===== src/rtl/hall_call_dispatcher.sv =====
// hall_call_dispatcher: latches hall calls and hands each one to the nearest eligible car
module hall_call_dispatcher #(
    parameter int NUM_FLOORS = 7,
    parameter int NUM_CARS = 2,
    parameter int FLOOR_W = 3,
    parameter int REASSIGN_CYCLES = 1024
) (
    input  logic                           clk,
    input  logic                           reset,
    input  logic [NUM_FLOORS-1:0]          hall_up_req,
    input  logic [NUM_FLOORS-1:0]          hall_dn_req,
    input  logic [NUM_CARS*FLOOR_W-1:0]    car_floor,
    input  logic [2*NUM_CARS-1:0]          car_dir,
    input  logic [NUM_CARS-1:0]            car_door_open,
    output logic [NUM_FLOORS-1:0]          hall_up_lamp,
    output logic [NUM_FLOORS-1:0]          hall_dn_lamp,
    output logic [NUM_CARS*NUM_FLOORS-1:0] car_assign_up,
    output logic [NUM_CARS*NUM_FLOORS-1:0] car_assign_dn,
    output logic                           busy
);
    localparam int K = 2 * NUM_FLOORS;
    localparam int KW = $clog2(K);
    localparam int CW = NUM_CARS > 1 ? $clog2(NUM_CARS) : 1;
    localparam int TW = $clog2(REASSIGN_CYCLES + 1);

    typedef enum logic [1:0] {IDLE, SCAN, EVAL, COMMIT} state_t;

    state_t              state, state_n;
    logic [KW-1:0]       kp, kp_n, kp_inc;
    logic [CW-1:0]       cc, cc_n, best, best_n;
    logic [FLOOR_W-1:0]  best_cost, best_cost_n;
    logic                bv, bv_n;
    logic [K-1:0]        pend, req, served, cand;
    logic [NUM_CARS-1:0] asg [K];
    logic [TW-1:0]       cnt [K];
    logic [FLOOR_W-1:0]  cf, fl, cost;
    logic [1:0]          cd;
    logic                up_call, elig, do_commit, at, stop, su, sd;

    // requests with the meaningless top-up / bottom-down buttons masked, and per-call serve detection
    always_comb begin
        req = '0;
        served = '0;
        at = 1'b0;
        stop = 1'b0;
        su = 1'b0;
        sd = 1'b0;
        for (int f = 0; f < NUM_FLOORS; f++) begin
            req[f] = hall_up_req[f] & (f != NUM_FLOORS - 1);
            req[NUM_FLOORS+f] = hall_dn_req[f] & (f != 0);
            su = 1'b0;
            sd = 1'b0;
            for (int c = 0; c < NUM_CARS; c++) begin
                at = car_door_open[c] && car_floor[c*FLOOR_W +: FLOOR_W] == FLOOR_W'(f);
                stop = car_dir[2*c +: 2] == 2'b00 || car_dir[2*c +: 2] == 2'b11;
                su = su | (at && (stop || car_dir[2*c +: 2] == 2'b10));
                sd = sd | (at && (stop || car_dir[2*c +: 2] == 2'b01));
            end
            served[f] = su;
            served[NUM_FLOORS+f] = sd;
        end
    end

    // a call is a dispatch candidate while it is pending and owned by no car
    always_comb begin
        cand = '0;
        for (int k = 0; k < K; k++) cand[k] = pend[k] & ~(|asg[k]);
    end

    // cost and eligibility of the car under evaluation against call kp, using live car inputs
    always_comb begin
        up_call = kp < KW'(NUM_FLOORS);
        fl = FLOOR_W'(up_call ? kp : kp - KW'(NUM_FLOORS));
        cf = car_floor[cc*FLOOR_W +: FLOOR_W];
        cd = car_dir[2*cc +: 2];
        cost = cf > fl ? cf - fl : fl - cf;
        elig = cd == 2'b00 || cd == 2'b11 || (cd == 2'b10 && up_call && cf <= fl) ||
               (cd == 2'b01 && !up_call && cf >= fl);
        kp_inc = kp == KW'(K - 1) ? '0 : kp + KW'(1);
        do_commit = state == COMMIT && bv && cand[kp];
    end

    // scan FSM: walk the calls round-robin, evaluate one car per cycle, then commit the best
    always_comb begin
        state_n = state;
        kp_n = kp;
        cc_n = cc;
        bv_n = bv;
        best_n = best;
        best_cost_n = best_cost;
        case (state)
            IDLE: state_n = |cand ? SCAN : IDLE;
            SCAN: begin
                if (!(|cand)) state_n = IDLE;
                else if (cand[kp]) begin
                    state_n = EVAL;
                    cc_n = '0;
                    bv_n = 1'b0;
                end else kp_n = kp_inc;
            end
            EVAL: begin
                if (served[kp]) begin
                    state_n = SCAN;
                    kp_n = kp_inc;
                end else begin
                    if (elig && (!bv || cost < best_cost)) begin
                        bv_n = 1'b1;
                        best_n = cc;
                        best_cost_n = cost;
                    end
                    if (cc == CW'(NUM_CARS - 1)) state_n = COMMIT;
                    else cc_n = cc + CW'(1);
                end
            end
            COMMIT: begin
                state_n = SCAN;
                kp_n = kp_inc;
            end
            default: state_n = IDLE;
        endcase
    end

    // scan FSM and evaluation registers
    always_ff @(posedge clk) begin
        if (reset) begin
            state <= IDLE;
            kp <= '0;
            cc <= '0;
            bv <= 1'b0;
            best <= '0;
            best_cost <= '0;
        end else begin
            state <= state_n;
            kp <= kp_n;
            cc <= cc_n;
            bv <= bv_n;
            best <= best_n;
            best_cost <= best_cost_n;
        end
    end

    // per-call pending, owner and age; serving beats a same-cycle request and any assignment
    always_ff @(posedge clk) begin
        if (reset) begin
            pend <= '0;
            for (int k = 0; k < K; k++) begin
                asg[k] <= '0;
                cnt[k] <= '0;
            end
        end else begin
            pend <= ~served & (pend | req);
            for (int k = 0; k < K; k++) begin
                if (served[k] || (|asg[k] && cnt[k] == TW'(REASSIGN_CYCLES))) begin
                    asg[k] <= '0;
                    cnt[k] <= '0;
                end else if (|asg[k]) cnt[k] <= cnt[k] + TW'(1);
                else if (do_commit && kp == KW'(k)) begin
                    asg[k] <= NUM_CARS'(1) << best;
                    cnt[k] <= '0;
                end
            end
        end
    end

    // lamps mirror pending calls; ownership is spread into the per-car assign vectors
    always_comb begin
        car_assign_up = '0;
        car_assign_dn = '0;
        for (int f = 0; f < NUM_FLOORS; f++)
            for (int c = 0; c < NUM_CARS; c++) begin
                car_assign_up[c*NUM_FLOORS+f] = asg[f][c];
                car_assign_dn[c*NUM_FLOORS+f] = asg[NUM_FLOORS+f][c];
            end
    end

    assign hall_up_lamp = pend[NUM_FLOORS-1:0];
    assign hall_dn_lamp = pend[K-1:NUM_FLOORS];
    assign busy = state != IDLE;
endmodule

===== config.mk =====
export PLATFORM = sky130hd
export DESIGN_NAME = hall_call_dispatcher
export DESIGN_NICKNAME = d
export VERILOG_FILES = /design/src/rtl/hall_call_dispatcher.sv
export SDC_FILE = /design/constraint.sdc
export NUM_CORES = 1
export LEC_CHECK = 0
export CORE_MARGIN = 5
export CORE_UTILIZATION = 60
export CTS_CLUSTER_DIAMETER = 80
export DETAILED_ROUTE_END_ITERATION = 10
export PLACE_DENSITY_LB_ADDON = 0.15
export SYNTH_ARGS = -nofsm -noshare
export SYNTH_HDL_FRONTEND = slang
export SYNTH_SLANG_ARGS = --single-unit

===== constraint.sdc =====
create_clock -name clk -period 6.85 [get_ports clk]
set_input_delay 1.37 -clock clk [delete_from_list [all_inputs] [get_ports clk]]
set_output_delay 1.37 -clock clk [all_outputs]
set_load 0.01 [all_outputs]

==> results.py <==
metrics = {
    "outcome": {
        "status": "completed",
    },
    "timing": {
        "finClkSkew_ns": 0.00999,
        "setup_viol": 0,
        "final_hold_viol_count": 0,
        "final.setup.tns_ns": 0,
        "relSlewSlack_pct": 19.9,
        "rsz0062_at_grt": "no",
        "post-route-period-util_pct": 61.8,
        "worst_pin_slew_ns": 1.19,
        "min_period_ns": 4.23,
        "max_freq_mhz": 236,
        "slew_viol_final": 0,
        "finalWorstSetupSlack_ns": 2.62,
    },
    "worst_hold_path": {
        "hp-class": "reg2reg",
    },
    "synth": {
        "netlist_area_mm2": 0.0119,
        "ys_types": 77,
        "synth_commonest_cells": "nor2_1, edfxtp_1, nand3_1",
        "synthCells": 1163,
        "synth_ff_type": "edfxtp_1",
        "async_flop_share_pct": 0,
        "synth-seq-cells": 208,
        "syn_nets": 1239,
        "synthTopCellsByArea": "edfxtp_1, nor2_1, xor2_1, ha_1, dfxtp_1",
        "seq_area_frac_synth_pct": 50.2,
        "synth_edf_count": 182,
        "synth_area_leader_cell": "edfxtp_1",
        "syn_avg_cell_area_um2": 10.2,
        "yosysMostFrequentCell": "nor2_1",
        "yosys.area.top_type_share_pct": 45.9,
        "yosysWarnings": 0,
    },
    "clocking": {
        "cts_num_sinks": 208,
        "clock_latency_ns": 0.51,
        "clk_pin_slew_worst_paths_ns": 0.06,
        "ctsLongestPathBuffers": 3,
        "cts_resized": 0,
        "cts_tree": "done",
        "root_buffer": "clkbuf_16",
        "cts_buffers": 23,
        "cts_hold_buffers": 0,
        "htreeDepth": 1,
        "cts_setup_buffers": 0,
    },
    "job": {
        "drv_cap": 0,
    },
    "layout": {
        "layout-drive-gt1-share_pct": 6.74,
        "fillers": 1521,
        "antennaDiodeCount": 0,
        "nNetsFinal": 1306,
        "area_growth_pct": 13.8,
        "multi_input_area_mm2": 0.00551,
        "regArea_mm2": 0.00599,
    },
    "floorplan": {
        "die_y_um": 151,
        "coreArea_mm2": 0.0195,
        "dieArea_mm2": 0.0228,
        "ios": 71,
        "die_x_um": 151,
        "rows": 51,
        "initial_core_util_pct": 61.0,
    },
    "placement": {
        "place_congestion": 0.895,
        "hpwl_um": 18500,
        "place_ws_ns": 2.14,
        "numPortBuffers": 68,
    },
    "power": {
        "power.density_mw_per_mm2": 266,
        "p_comb_share_pct": 19.9,
        "p_switching_uw": 1040,
        "intPower_uw": 2570,
        "pwr-share-clk_pct": 34.3,
        "p_leak_uw": 0.00504,
        "vdd_drop_max_mv": 0.219,
        "p_sw_share_pct": 28.7,
        "seqPwrFrac_pct": 45.7,
    },
    "setup_path": {
        "crit_type": "reg2reg",
        "critPathLaunchType": "flip-flop",
        "crit_fanout": 14,
        "cp-end-kind": "flip-flop",
        "arrival_ns": 4.65,
        "required_ns": 7.27,
    },
    "grt": {
        "grt_usage_pct": 22.5,
        "antenna_found_initial": 0,
        "grt_overflow_total": 0,
        "grt_max_degree": 22,
        "grt_pass1_wl_um": 41800,
        "grt_pass1_vias": 8658,
    },
    "routing": {
        "drt-initial-drc-count": 635,
        "drt_first_pass_iters": 5,
        "drtAntennaViolNets": 0,
        "totalWireLength_um": 25600,
        "routed_via_density": 5.84,
        "num_vias": 8820,
        "wl_per_cell_um": 16.9,
        "drc": 0,
    },
}
## critical path, cell delays in order (launching register included)
cell and delay, ns:
dfxtp_1 0.46, ha_1 0.38, a21oi_1 0.41, mux2_2 0.43, ha_1 0.33, nor2b_1 0.12, o21ai_0 0.08, a32oi_1 0.33
mux2i_1 0.29, ha_1 0.26, a21boi_0 0.11, o21ai_0 0.15, nand2b_1 0.08, a22oi_1 0.18, nand3_2 0.17, or2_0 0.25
a21oi_1 0.12
## stage by stage
step | instances | power (uW) | hold slack [ns] | instance area [um2] | util (%)
final | 1511 | 3610 | 0.473 | 13600 | 69.4
after global routing | 1511 | 3790 | 0.491 | 13600 | 69.4
after CTS | 1510 | 3630 | 0.475 | 13600 | 69.4
after detailed placement | 1469 | 2390 | 0.455 | 12800 | 65.5
after global placement | 1469 | 2370 | 0.457 | 12800 | 65.5
after floorplan | 1163 | 2180 | 0.434 | 11900 | -
## cells in the final DEF, fill, tap and decap left out, types with 12 or more instances in the layout
cell / n
xor2_1: 91
nor2_1: 221
edfxtp_1: 182
nor4b_1: 14
xnor2_1: 33
clkbuf_16: 23
nand3_1: 93
nor4_1: 13
o21ai_0: 25
nor3_1: 15
inv_1: 69
a21oi_1: 16
dfxtp_1: 26
a221oi_1: 12
a22oi_1: 12
and3_1: 32
clkdlybuf4s50_1: 68
ha_1: 46
nand2_1: 60
nand4_1: 24
## metal layers
layer / wire, um / GRT usage (%) / vias up
li1: - / - / 4285
met4: 692 / 7.12 / 0
met3: 1260 / 3.38 / 59
met1: 11500 / 30.3 / 4262
met5: 0 / 0 / -
met2: 12100 / 37.8 / 214
## power by group through the flow
stage | clock [uW] | sequential (uW) | combinational, uW
after floorplan | 0 | 1630 | 554
after global placement | 0 | 1670 | 698
after detailed placement | 0 | 1670 | 715
after CTS | 1260 | 1650 | 722
after global routing | 1310 | 1670 | 811
final | 1240 | 1650 | 720
## final timing paths
kind | start | endpoint | slack (ns) | cells past startpoint
max | kp[1]$_SDFFE_PP0P_ | best_cost[0]$_SDFFE_PP0P_ | 2.62 | 16
min | best_cost[0]$_SDFFE_PP0P_ | best_cost[0]$_SDFFE_PP0P_ | 0.47 | 2
max reg2reg | kp[1]$_SDFFE_PP0P_ | best_cost[0]$_SDFFE_PP0P_ | 2.62 | 16
min reg2reg | best_cost[0]$_SDFFE_PP0P_ | best_cost[0]$_SDFFE_PP0P_ | 0.47 | 2
## area by class of cell
class / count / area share [%]
clock buffer: 34 / 4.92
clock inverter: 7 / 0.655
inverter: 70 / 1.94
multi-input combinational: 855 / 40.7
sequential: 208 / 44.1
tap: 265 / 2.45
timing repair buffer: 72 / 5.22
## flip-flops by register name (all words and copies together) (netlist names)
name       flops
cnt          154
pend          14
best           1
kp             4
asg           28
cc             1
state          2
best_cost      3
bv             1
## kinds of logic (layout without fill, tap and decap cells)
kind of cell	after synthesis	in the layout	synth area share [%]
compound gates	114	114	7.27
xor+xnor	124	124	9.11
fa+ha+maj	48	48	5.17
buf+inv	100	183	3.49
flops	208	208	50.2
mux	14	14	1.22
simple gates	555	555	23.5
No activity file was read; power rests on OpenSTA's default activity.
